`src/rtl/uart_tx.sv`:
```
// ---------------------------------------------------------------------------
// uart_tx -- 8N1 UART transmitter, LSB first, for the 50 MHz fabric.
//
// Double-buffered: a holding register lets software queue the next byte while
// the shift register is on the line. Frames can run back-to-back with no gap.
//
// Optional feature: define UART_TX_PARITY_EN to insert an even-parity bit
// between data bit 7 and the stop bit (11-bit frame). Without it the frame is
// 10 bits and no parity logic exists.
//
// Parameters:
//   UART_CLOCK  clock cycles per bit (default 434 = 50 MHz / 115.2 kbaud),
//               legal range 2..511
//
// Ports:
//   clock_50M  in   system clock, all logic on rising edge
//   n_rst      in   asynchronous active-low reset
//   start      in   write strobe, byte accepted when start=1 and ready=1
//   tx_data    in   byte to send, sampled only on acceptance
//   ready      out  holding register empty, a write will be accepted
//   busy       out  a frame (start..stop) is on the line
//   tx         out  serial line, registered, idles high
// ---------------------------------------------------------------------------
module uart_tx #(
  parameter logic [8:0] UART_CLOCK = 9'd434
) (
  input  logic       clock_50M,
  input  logic       n_rst,
  input  logic       start,
  input  logic [7:0] tx_data,
  output logic       ready,
  output logic       busy,
  output logic       tx
);

  typedef enum logic [2:0] {
    StIdle,
    StStart,
    StData,
`ifdef UART_TX_PARITY_EN
    StParity,
`endif
    StStop
  } state_e;

  state_e     state_q, state_d;
  logic [8:0] clock_count_q, clock_count_d;
  logic [2:0] bit_index_q, bit_index_d;
  logic [7:0] shift_q, shift_d;
  logic [7:0] hold_q, hold_d;
  logic       hold_valid_q, hold_valid_d;
  logic       tx_q, tx_d;

  logic accept;
  logic bit_last;

  assign ready = ~hold_valid_q;
  assign busy  = (state_q != StIdle);
  assign tx    = tx_q;

  assign accept   = start & ~hold_valid_q;
  assign bit_last = (clock_count_q == (UART_CLOCK - 9'd1));

  // Next-state logic
  always_comb begin
    state_d       = state_q;
    clock_count_d = clock_count_q;
    bit_index_d   = bit_index_q;
    shift_d       = shift_q;
    hold_d        = hold_q;
    hold_valid_d  = hold_valid_q;

    if (state_q != StIdle) begin
      clock_count_d = bit_last ? 9'd0 : clock_count_q + 9'd1;
    end

    case (state_q)
      StIdle: begin
        clock_count_d = 9'd0;
        bit_index_d   = 3'd0;
        // Idle write bypasses the holding register straight into the shifter.
        if (accept) begin
          shift_d = tx_data;
          state_d = StStart;
        end
      end

      StStart: begin
        if (bit_last) begin
          state_d     = StData;
          bit_index_d = 3'd0;
        end
      end

      StData: begin
        if (bit_last) begin
          if (bit_index_q == 3'd7) begin
`ifdef UART_TX_PARITY_EN
            state_d = StParity;
`else
            state_d = StStop;
`endif
          end else begin
            bit_index_d = bit_index_q + 3'd1;
          end
        end
      end

`ifdef UART_TX_PARITY_EN
      StParity: begin
        if (bit_last) begin
          state_d = StStop;
        end
      end
`endif

      StStop: begin
        if (bit_last) begin
          // Chain the next frame without an idle gap when a byte is waiting,
          // either queued earlier or written on this very cycle.
          if (hold_valid_q) begin
            shift_d      = hold_q;
            hold_valid_d = 1'b0;
            state_d      = StStart;
          end else if (accept) begin
            shift_d = tx_data;
            state_d = StStart;
          end else begin
            state_d = StIdle;
          end
        end
      end

      default: begin
        state_d = StIdle;
      end
    endcase

    // Writes during a frame are queued, except on the final stop cycle where
    // the byte has already gone directly to the shifter above.
    if (accept && (state_q != StIdle) && !((state_q == StStop) && bit_last)) begin
      hold_d       = tx_data;
      hold_valid_d = 1'b1;
    end
  end

  // Line level is derived from the next state so tx changes only on bit
  // boundaries and comes straight from a flop.
  always_comb begin
    tx_d = 1'b1;
    case (state_d)
      StIdle:   tx_d = 1'b1;
      StStart:  tx_d = 1'b0;
      StData:   tx_d = shift_d[bit_index_d];
`ifdef UART_TX_PARITY_EN
      StParity: tx_d = ^shift_d;
`endif
      StStop:   tx_d = 1'b1;
      default:  tx_d = 1'b1;
    endcase
  end

  always_ff @(posedge clock_50M or negedge n_rst) begin
    if (!n_rst) begin
      state_q       <= StIdle;
      clock_count_q <= 9'd0;
      bit_index_q   <= 3'd0;
      shift_q       <= 8'h00;
      hold_q        <= 8'h00;
      hold_valid_q  <= 1'b0;
      tx_q          <= 1'b1;
    end else begin
      state_q       <= state_d;
      clock_count_q <= clock_count_d;
      bit_index_q   <= bit_index_d;
      shift_q       <= shift_d;
      hold_q        <= hold_d;
      hold_valid_q  <= hold_valid_d;
      tx_q          <= tx_d;
    end
  end

endmodule

```
`config.mk`:
```
export PLATFORM = sky130hd
export DESIGN_NAME = uart_tx
export DESIGN_NICKNAME = d
export VERILOG_FILES = /design/src/rtl/uart_tx.sv
export SDC_FILE = /design/constraint.sdc
export NUM_CORES = 1
export LEC_CHECK = 0
export CAP_MARGIN = 25
export CORE_MARGIN = 5
export CORE_UTILIZATION = 48
export CTS_CLUSTER_SIZE = 24
export DETAILED_ROUTE_END_ITERATION = 16
export PLACE_DENSITY_LB_ADDON = 0.05
export SLEW_MARGIN = 20
export SYNTH_ARGS = -nofsm -noshare
export SYNTH_HDL_FRONTEND = slang
export SYNTH_SLANG_ARGS = --single-unit
```
`constraint.sdc`:
```
create_clock -name clock_50M -period 2.59 [get_ports clock_50M]
set_input_delay 0.518 -clock clock_50M [delete_from_list [all_inputs] [get_ports clock_50M]]
set_output_delay 0.518 -clock clock_50M [all_outputs]
set_load 0.02 [all_outputs]
```
# Word level (Yosys, flattened, before mapping)
# Index checks and enable logic that the tools add are counted.
# W data, S select, Z words.
# totals
register_bits	33
output_inout_bits	3
# classes
add_sub_neg	2
order_cmp	1
eq_ne	7
mux	25
bitwise	2
n_reduce_logical	10
# op_table
operator	n
$mux W9	3
$mux W3	8
$mux W8	3
$pmux W8 S2	1
$pmux W3 S4	1
$add A9 B1 Y9 const B	1
$eq A3 B2 Y1 const B	3
$eq A9 B9 Y1 const B	1
$pmux W3 S3	1
$eq A3 B1 Y1 const B	2
$mux W1	6
$reduce_bool A2 Y1	3
$lt A3 B4 Y1 const B	1
$add A3 B1 Y3 const B	1
$bmux W1 S3	1
$eq A3 B3 Y1 const B	1
$logic_and A1 B1 Y1	3
$logic_not A3 Y1	1
$reduce_bool A3 Y1	1
$pmux W1 S2	1
$reduce_and A2 Y1	1
$and A1 B1 Y1	1
$logic_not A1 Y1	1
$not A1 Y1	1

# Depth between registers and ports, before layout
# Gate-level depths: netlist (run 1).
# logic_depth
ltp_word	9
mapped_depth	10

# Least setup slack after synthesis (run 1)
# No wires, ideal clock.
# synth_path
kind	register -> register
start	reg clock_count_q[1]
end	reg tx_q (netlist: tx)
setup_ns	0.091
arrival_time_ns	2.167
required_time_ns	2.499
slack_ns	0.332
stages_incl_launch_ff	11
period_less_slack_ns	2.258
path_cell_list	dfrtp_1 -> inv_1 -> ha_1 -> and4_1 -> clkbuf_1 -> nand3_2 -> a221o_1 -> a21oi_4 -> mux2_4 -> a21oi_2 -> a31oi_2
# synth_via
elab_chain_cells	6
# synth_rtl
element	line_no	text
from (decl)	47	logic [8:0] clock_count_q, clock_count_d;
from (signal assigned)	174	clock_count_q <= clock_count_d;
$eq A9 B9 Y1 (*)	62	assign bit_last = (clock_count_q == (UART_CLOCK - 9'd1));
$mux W3 (tied with other cells)	96	if (bit_last) begin
$pmux W3 S3 / $pmux W8 S2 (equally long branches)	77	case (state_q)
$bmux W1 S3	154	StData: tx_d = shift_d[bit_index_d];
$mux W1 (implied by the code)	154	
$pmux W1 S2 (*)	151	case (state_d)
via tx_d	52	logic tx_q, tx_d;
to (signal assigned)	179	tx_q <= tx_d;
to (decl)	52	
# The timed path passes the listed nets; every way through them passes the cells marked *. The select of a mux whose other input is x is not followed.
# A chain may end at the register's enable or synchronous reset.

# Worst setup path after layout (run 1)
# layout_path
start	reg clock_count_q[3]
end	reg tx_q (netlist: tx)
# The elaborated chain is that of the path after synthesis.

==> impl_metrics.py, run 1 <==
metrics = {
    "finish": {
        "nNetsFinal": 210,
        "diodes": 0,
        "final_cell_count_no_fill": 244,
        "multi_input_area_um2": 908,
        "drive_gt1_share_pct": 17.3,
        "post-route-cell-area_um2": 2100,
        "seq_area_um2": 827,
        "area_growth_syn_to_layout_pct": 16.9,
        "fillCellCount": 329,
    },
    "setup_path": {
        "r2r_setup_slack_ns": 0.17,
        "crit_type": "flip-flop to flip-flop",
        "critical_path_peak_fanout": 6,
        "rr_endpoint": "tx$_DFF_PN1_",
        "path_cells": "or4b_4, nor2_2, a21oi_1, a222oi_1, mux2i_1, a22oi_1, a31oi_2",
        "cp.arrival_ns": 2.62,
        "rr_startpoint": "clock_count_q[3]$_DFF_PN0_",
        "cp-end-kind": "flip-flop",
        "setup.worst_path.start_class": "flip-flop",
        "crit_slowest_cell": "or4b_4",
        "crit_required_ns": 2.79,
        "rr_worst_depth": 7,
        "cpPeakStageDelay_ns": 0.62,
    },
    "yosys": {
        "synth_top_cell_by_area": "dfrtp_1",
        "synthXorXnorAreaFrac_pct": 2.93,
        "postSynthCellCount": 175,
        "muxShareOfSynthArea_pct": 8.09,
        "yosys-top-cells-area": "dfrtp_1, mux2_2, nor2_1, a222oi_1, nand2_1",
        "synth_top_family_by_area": "simple AND/OR/NAND/NOR gates",
        "syn_nets": 189,
        "synthDominantCellAreaShare_pct": 44.6,
        "synth_common_cells": "dfrtp_1, nor2_1, nand2_1",
        "synth-seq-cells": 33,
        "synth_edf_count": 0,
        "synthArstFlopShare_pct": 100,
        "synth-simple-area-share_pct": 20.3,
        "synth.most_common_cell": "dfrtp_1",
        "synth_compound_area_share_pct": 16.9,
        "ys.flop_type": "dfrtp_1",
        "synth_warnings": 0,
        "synth_area_um2": 1790,
        "synthAdderAreaFrac_pct": 2.09,
        "synth_area_per_cell_um2": 10.3,
        "synth_seq_area_share_pct": 46.1,
        "synth_cell_types": 52,
    },
    "status": {
        "outcome": "completed",
    },
    "clock_tree": {
        "cts_buffers": 5,
        "numClockSinks": 33,
        "clockBufferDepth": 2,
        "cts.clk_slew.worst_paths_ns": 0.06,
        "h-tree-depth": 2,
        "clk_latency_ns": 0.29,
        "cts_tree": "done",
        "cts_root_buf": "clkbuf_8",
        "postCtsHoldBufs": 0,
    },
    "floorplanning": {
        "die_w_um": 71.1,
        "core_area_um2": 3630,
        "row_count": 22,
        "ioPinCount": 14,
        "start_util_pct": 49.4,
        "die_area_um2": 5060,
        "die_h_um": 71.1,
    },
    "global_route": {
        "grt_max_degree": 34,
        "grt_pass1_vias": 1380,
        "grt_pass1_wl_um": 6630,
        "grt.overflow.total": 0,
        "antenna_found_initial": 0,
        "grt_usage_pct": 16.8,
    },
    "place": {
        "placed_area_um2": 2000,
        "gp_congestion": 0.863,
        "hpwlAfterDp_um": 2890,
        "dp_cells": 236,
        "port_buffers": 13,
    },
    "worst_hold_path": {
        "holdCritPathClass": "flip-flop to flip-flop",
        "holdPathEnd": "shift_q[2]$_DFF_PN0_",
        "min_from": "shift_q[2]$_DFF_PN0_",
        "min_path_cells": 2,
    },
    "detailed_routing": {
        "drc": 0,
        "dr.pass1.iters": 4,
        "wirelength_um": 3810,
        "first_iter_violations": 86,
        "via_count": 1381,
        "wl_per_cell_um": 15.6,
        "ant_nets": 0,
        "via_per_inst": 5.66,
    },
    "timing": {
        "min_period_ns": 2.42,
        "relSlewSlack_pct": 61.3,
        "setup_viol": 0,
        "finClkSkew_ns": 0.00541,
        "hold_viol_final": 0,
        "worstMarginPinSlew_ns": 0.580,
        "period_share_pct": 93.4,
        "holdWs_ns": 0.486,
        "tns_ns": 0,
        "slew_violations": 0,
        "clock.fmax_mhz": 414,
    },
    "pwr": {
        "leakagePower_uw": 0.000944,
        "powerDensity_nw_per_um2": 633,
        "power.total_uw": 1330,
        "ir_worst_vdd_mv": 0.357,
    },
    "job": {
        "drv_cap": 0,
    },
}
-- cells by family after synthesis --
| logic type | after synthesis |
|---|---|
| and+or+nand+nor | 64 |
| AOI/OAI and AO/OA | 39 |
| DFF | 33 |
| buffers and inverters | 16 |
| muxes | 13 |
| xor gates and xnor gates | 6 |
| adders and majority gates | 3 |
| other | 1 |
-- repair_timing --
item	4_1_cts	5_1_grt
gates resized for setup	0	1
buffers inserted	0	1
endpoints found under the setup margin	0	1
-- layer usage --
metal / routed length, µm / GRT usage, % / vias up
li1: - / - / 677
met1: 1790 / 22.3 / 673
met2: 1820 / 26.3 / 25
met3: 146 / 4.40 / 6
met4: 61 / 6.26 / 0
met5: 0 / 0 / -
-- worst max path at each step --
stage | startpoint | end | slack (ns) | depth (start not counted)
finish | clock_count_q[3]$_DFF_PN0_ | tx$_DFF_PN1_ | 0.17 | 7
CTS | clock_count_q[3]$_DFF_PN0_ | tx$_DFF_PN1_ | 0.13 | 7
detailed placement | start | tx$_DFF_PN1_ | 0.12 | 8
global placement | start | tx$_DFF_PN1_ | 0.17 | 8
global route | clock_count_q[3]$_DFF_PN0_ | tx$_DFF_PN1_ | -0.008 | 7
floorplan | clock_count_q[1]$_DFF_PN0_ | tx$_DFF_PN1_ | 0.33 | 10
-- power by group --
| group | switching (µW) | leakage (µW) | internal, µW |
|---|---|---|---|
| Sequential | 63.9 | 0.000417 | 626 |
| Combinational | 116 | 0.000482 | 139 |
| Clock | 172 | 0.0000443 | 210 |
| Total | 353 | 0.000944 | 976 |
-- cells in the final DEF (no fill, tap or decap), types with 2 or more instances in the layout --
master | Yosys | routed
nand2b_1 | 3 | 3
a21oi_2 | 2 | 2
xnor2_1 | 4 | 4
a222oi_1 | 5 | 5
o21ai_0 | 7 | 7
dfrtp_1 | 32 | 32
a22oi_1 | 2 | 2
nor3_1 | 4 | 4
mux2_2 | 8 | 8
a31oi_1 | 3 | 3
nor2_1 | 17 | 16
nand3_1 | 8 | 8
nor2b_1 | 2 | 2
inv_1 | 11 | 11
mux2i_1 | 4 | 4
clkdlybuf4s50_1 | 0 | 13
nand2_1 | 13 | 13
and3_1 | 5 | 5
clkbuf_8 | 0 | 6
a21oi_1 | 4 | 4
xor2_1 | 2 | 2
buf_4 | 0 | 6
ha_1 | 3 | 3
or3_1 | 2 | 2
-- layout make-up --
class,count,area share (%)
multi-input combinational,126,43.3
sequential,33,39.4
timing repair buffer,19,8.35
clock buffer,7,4.11
tap,48,2.86
inverter,11,1.97
-- state kept, by name (all words and copies together) (netlist names) --
name / cells
tx: 1
bit_index_q: 3
hold_q: 8
state_q: 3
clock_count_q: 9
hold_valid_q: 1
shift_q: 8
-- critical path, delay by kind of cell (launching register included) --
family,cells,cell delay (ns)
and+or+nand+nor,2,0.82
AOI/OAI and AO/OA,4,0.92
DFF,1,0.46
muxes,1,0.13
-- through the flow --
step                setup WS, ns  utilization [%]
global route            -0.00790             57.7
CTS                        0.127             57.5
finish                     0.172             57.7
global placement           0.175             55.1
floorplan                  0.332                -
detailed placement         0.125             55.1
Note: power is estimated with default switching activity, not from simulation.
==> inputs of run 2 (changes only) <==
Settings changed: PLACE_DENSITY_LB_ADDON 0.05 to 0.08.
==> run 2 against run 1 <==
  * Register-to-register slack improved by 0.02 ns
  * First-iteration DRC count is 4.7% higher
  * Clock power shrank 3%
  * Setup slack improved by 0.016 ns
  * Combinational power fell by 2%
  * Largest power group unchanged
  * Sequential power about the same
  * Wire length is 2.7% lower
  * Sequential share of layout area barely moved
  * Total power is 1.2% lower
  * Critical path type unchanged
  * Flip-flop and latch count stayed put
==> impl_metrics.py, run 2 (synthesis gave the netlist of run 1 again) <==
metrics = {
    "finish": {
        "diodes": 0,
        "largest_register": "clock_count_q",
        "area_growth_syn_to_layout_pct": 17.1,
        "layout_commonest_cell": "dfrtp_1",
        "fin_util_pct": 57.8,
        "final_cell_count_no_fill": 245,
        "largest_reg_flops": 9,
        "fillCellCount": 345,
        "mostFrequentLayoutCells": "dfrtp_1, nor2_1, nand2_1, clkdlybuf4s50_1, inv_1",
        "top_regs": "clock_count_q x9, hold_q x8, shift_q x8",
        "nNetsFinal": 210,
        "drive_gt1_share_pct": 18.8,
    },
    "detailed_routing": {
        "wirelength_um": 3710,
        "ant_nets": 0,
        "drc": 0,
        "via_count": 1377,
        "first_iter_violations": 90,
        "wl_per_cell_um": 15.2,
        "via_per_inst": 5.62,
        "dr.pass1.iters": 6,
    },
    "job": {
        "drv_cap": 0,
    },
    "clock_tree": {
        "h-tree-depth": 2,
        "cts_tree": "done",
        "numClockSinks": 33,
        "cts.clk_slew.worst_paths_ns": 0.07,
        "cts_buffers": 5,
        "cts_root_buf": "clkbuf_8",
        "clk_latency_ns": 0.29,
        "clockBufferDepth": 2,
        "postCtsHoldBufs": 0,
    },
    "setup_path": {
        "critical_path_peak_fanout": 6,
        "rr_startpoint": "clock_count_q[3]$_DFF_PN0_",
        "crit_required_ns": 2.80,
        "crit_type": "flip-flop to flip-flop",
        "setup.worst_path.start_class": "flip-flop",
        "cp-end-kind": "flip-flop",
        "crit_start": "clock_count_q[3]$_DFF_PN0_",
        "cp.arrival_ns": 2.61,
    },
    "timing": {
        "slew_violations": 0,
        "grt_setup_unrepaired": "false",
        "finClkSkew_ns": 0.00568,
        "relSlewSlack_pct": 63.2,
        "tns_ns": 0,
        "clock.fmax_mhz": 416,
        "setup_viol": 0,
        "min_period_ns": 2.40,
        "hold_viol_final": 0,
        "worstMarginPinSlew_ns": 0.551,
        "holdWs_ns": 0.488,
        "period_share_pct": 92.7,
    },
    "global_route": {
        "grt.overflow.total": 0,
        "antenna_found_initial": 0,
        "grt_pass1_wl_um": 6550,
        "grt_pass1_vias": 1387,
        "grt_max_degree": 34,
        "grt_usage_pct": 16.8,
    },
    "pwr": {
        "switching_share_pct": 27.7,
        "ir_worst_vdd_mv": 0.427,
        "leakagePower_uw": 0.000945,
        "switchingPower_uw": 364,
        "p_clk_share_pct": 28.4,
        "combinationalPowerShare_pct": 19.1,
        "powerDensity_nw_per_um2": 625,
        "cellInternalPower_uw": 949,
        "seqPwrFrac_pct": 52.5,
    },
    "place": {
        "hpwlAfterDp_um": 2770,
        "gp_congestion": 0.890,
        "dp_cells": 236,
        "port_buffers": 13,
    },
    "floorplanning": {
        "die_area_um2": 5060,
        "die_h_um": 71.1,
        "row_count": 22,
        "core_area_um2": 3630,
        "ioPinCount": 14,
        "start_util_pct": 49.4,
        "die_w_um": 71.1,
    },
    "worst_hold_path": {
        "holdCritPathClass": "flip-flop to flip-flop",
        "min_from": "shift_q[0]$_DFF_PN0_",
    },
    "status": {
        "outcome": "completed",
    },
}
run 2: worst paths after layout:
path,endpoint,slack [ns],depth (start not counted)
min in group asynchronous,bit_index_q[0]$_DFF_PN0_,0.62,2
worst max-delay path,tx$_DFF_PN1_,0.19,7
max in group asynchronous,tx$_DFF_PN1_,1.65,2
worst min-delay path,shift_q[0]$_DFF_PN0_,0.49,2
worst max register to register,tx$_DFF_PN1_,0.19,7
worst min register to register,shift_q[0]$_DFF_PN0_,0.49,2
run 2: per-layer routing:
layer  wire [µm]  vias to the layer above  global-route usage, %  share of wire (%)
met5           0                        -                      0                  0
met4          68                        0                   6.89                1.8
li1            -                      685                      -                  -
met2        1750                       31                   25.4                 47
met3         160                        6                   5.11                4.3
met1        1730                      655                   22.3                 47
run 2: what timing repair did:
action | in CTS | in global routing
resized for setup | 0 | 2
setup endpoints to repair | 0 | 1
setup buffers | 0 | 1
run 2: worst max-delay path: stages (launching register included):
cell	delay [ns]
dfrtp_1	0.46
nor4b_4	0.48
nand3_2	0.13
a221o_1	0.40
a21oi_4	0.28
mux2_4	0.33
a21oi_2	0.13
a31oi_2	0.10
run 2: layout make-up:
cell class | instances | area, µm² | share of cell area [%]
multi-input cells | 126 | 911 | 43.4
flip-flops and latches | 33 | 827 | 39.4
clock buffers | 5 | 68.8 | 3.28
clock inverters | 3 | 17.5 | 0.834
well taps | 48 | 60.1 | 2.86
inverters | 11 | 41.3 | 1.97
repair buffers | 19 | 175 | 8.34
run 2: per-stage QoR:
step | setup WS [ns] | cell area (µm²) | total power (µW)
floorplan | 0.332 | 1790 | 857
global placement | 0.174 | 2000 | 936
detailed placement | 0.104 | 2000 | 946
CTS | 0.152 | 2090 | 1320
global route | 0.00685 | 2100 | 1400
finish | 0.188 | 2100 | 1310
run 2: power groups by stage:
stage	sequential, µW	combinational (µW)	clock, µW
2_1_floorplan	677	181	0
3_3_place_gp	695	241	0
3_5_place_dp	698	248	0
4_1_cts	689	248	384
5_1_grt	701	287	416
6_report	689	251	373
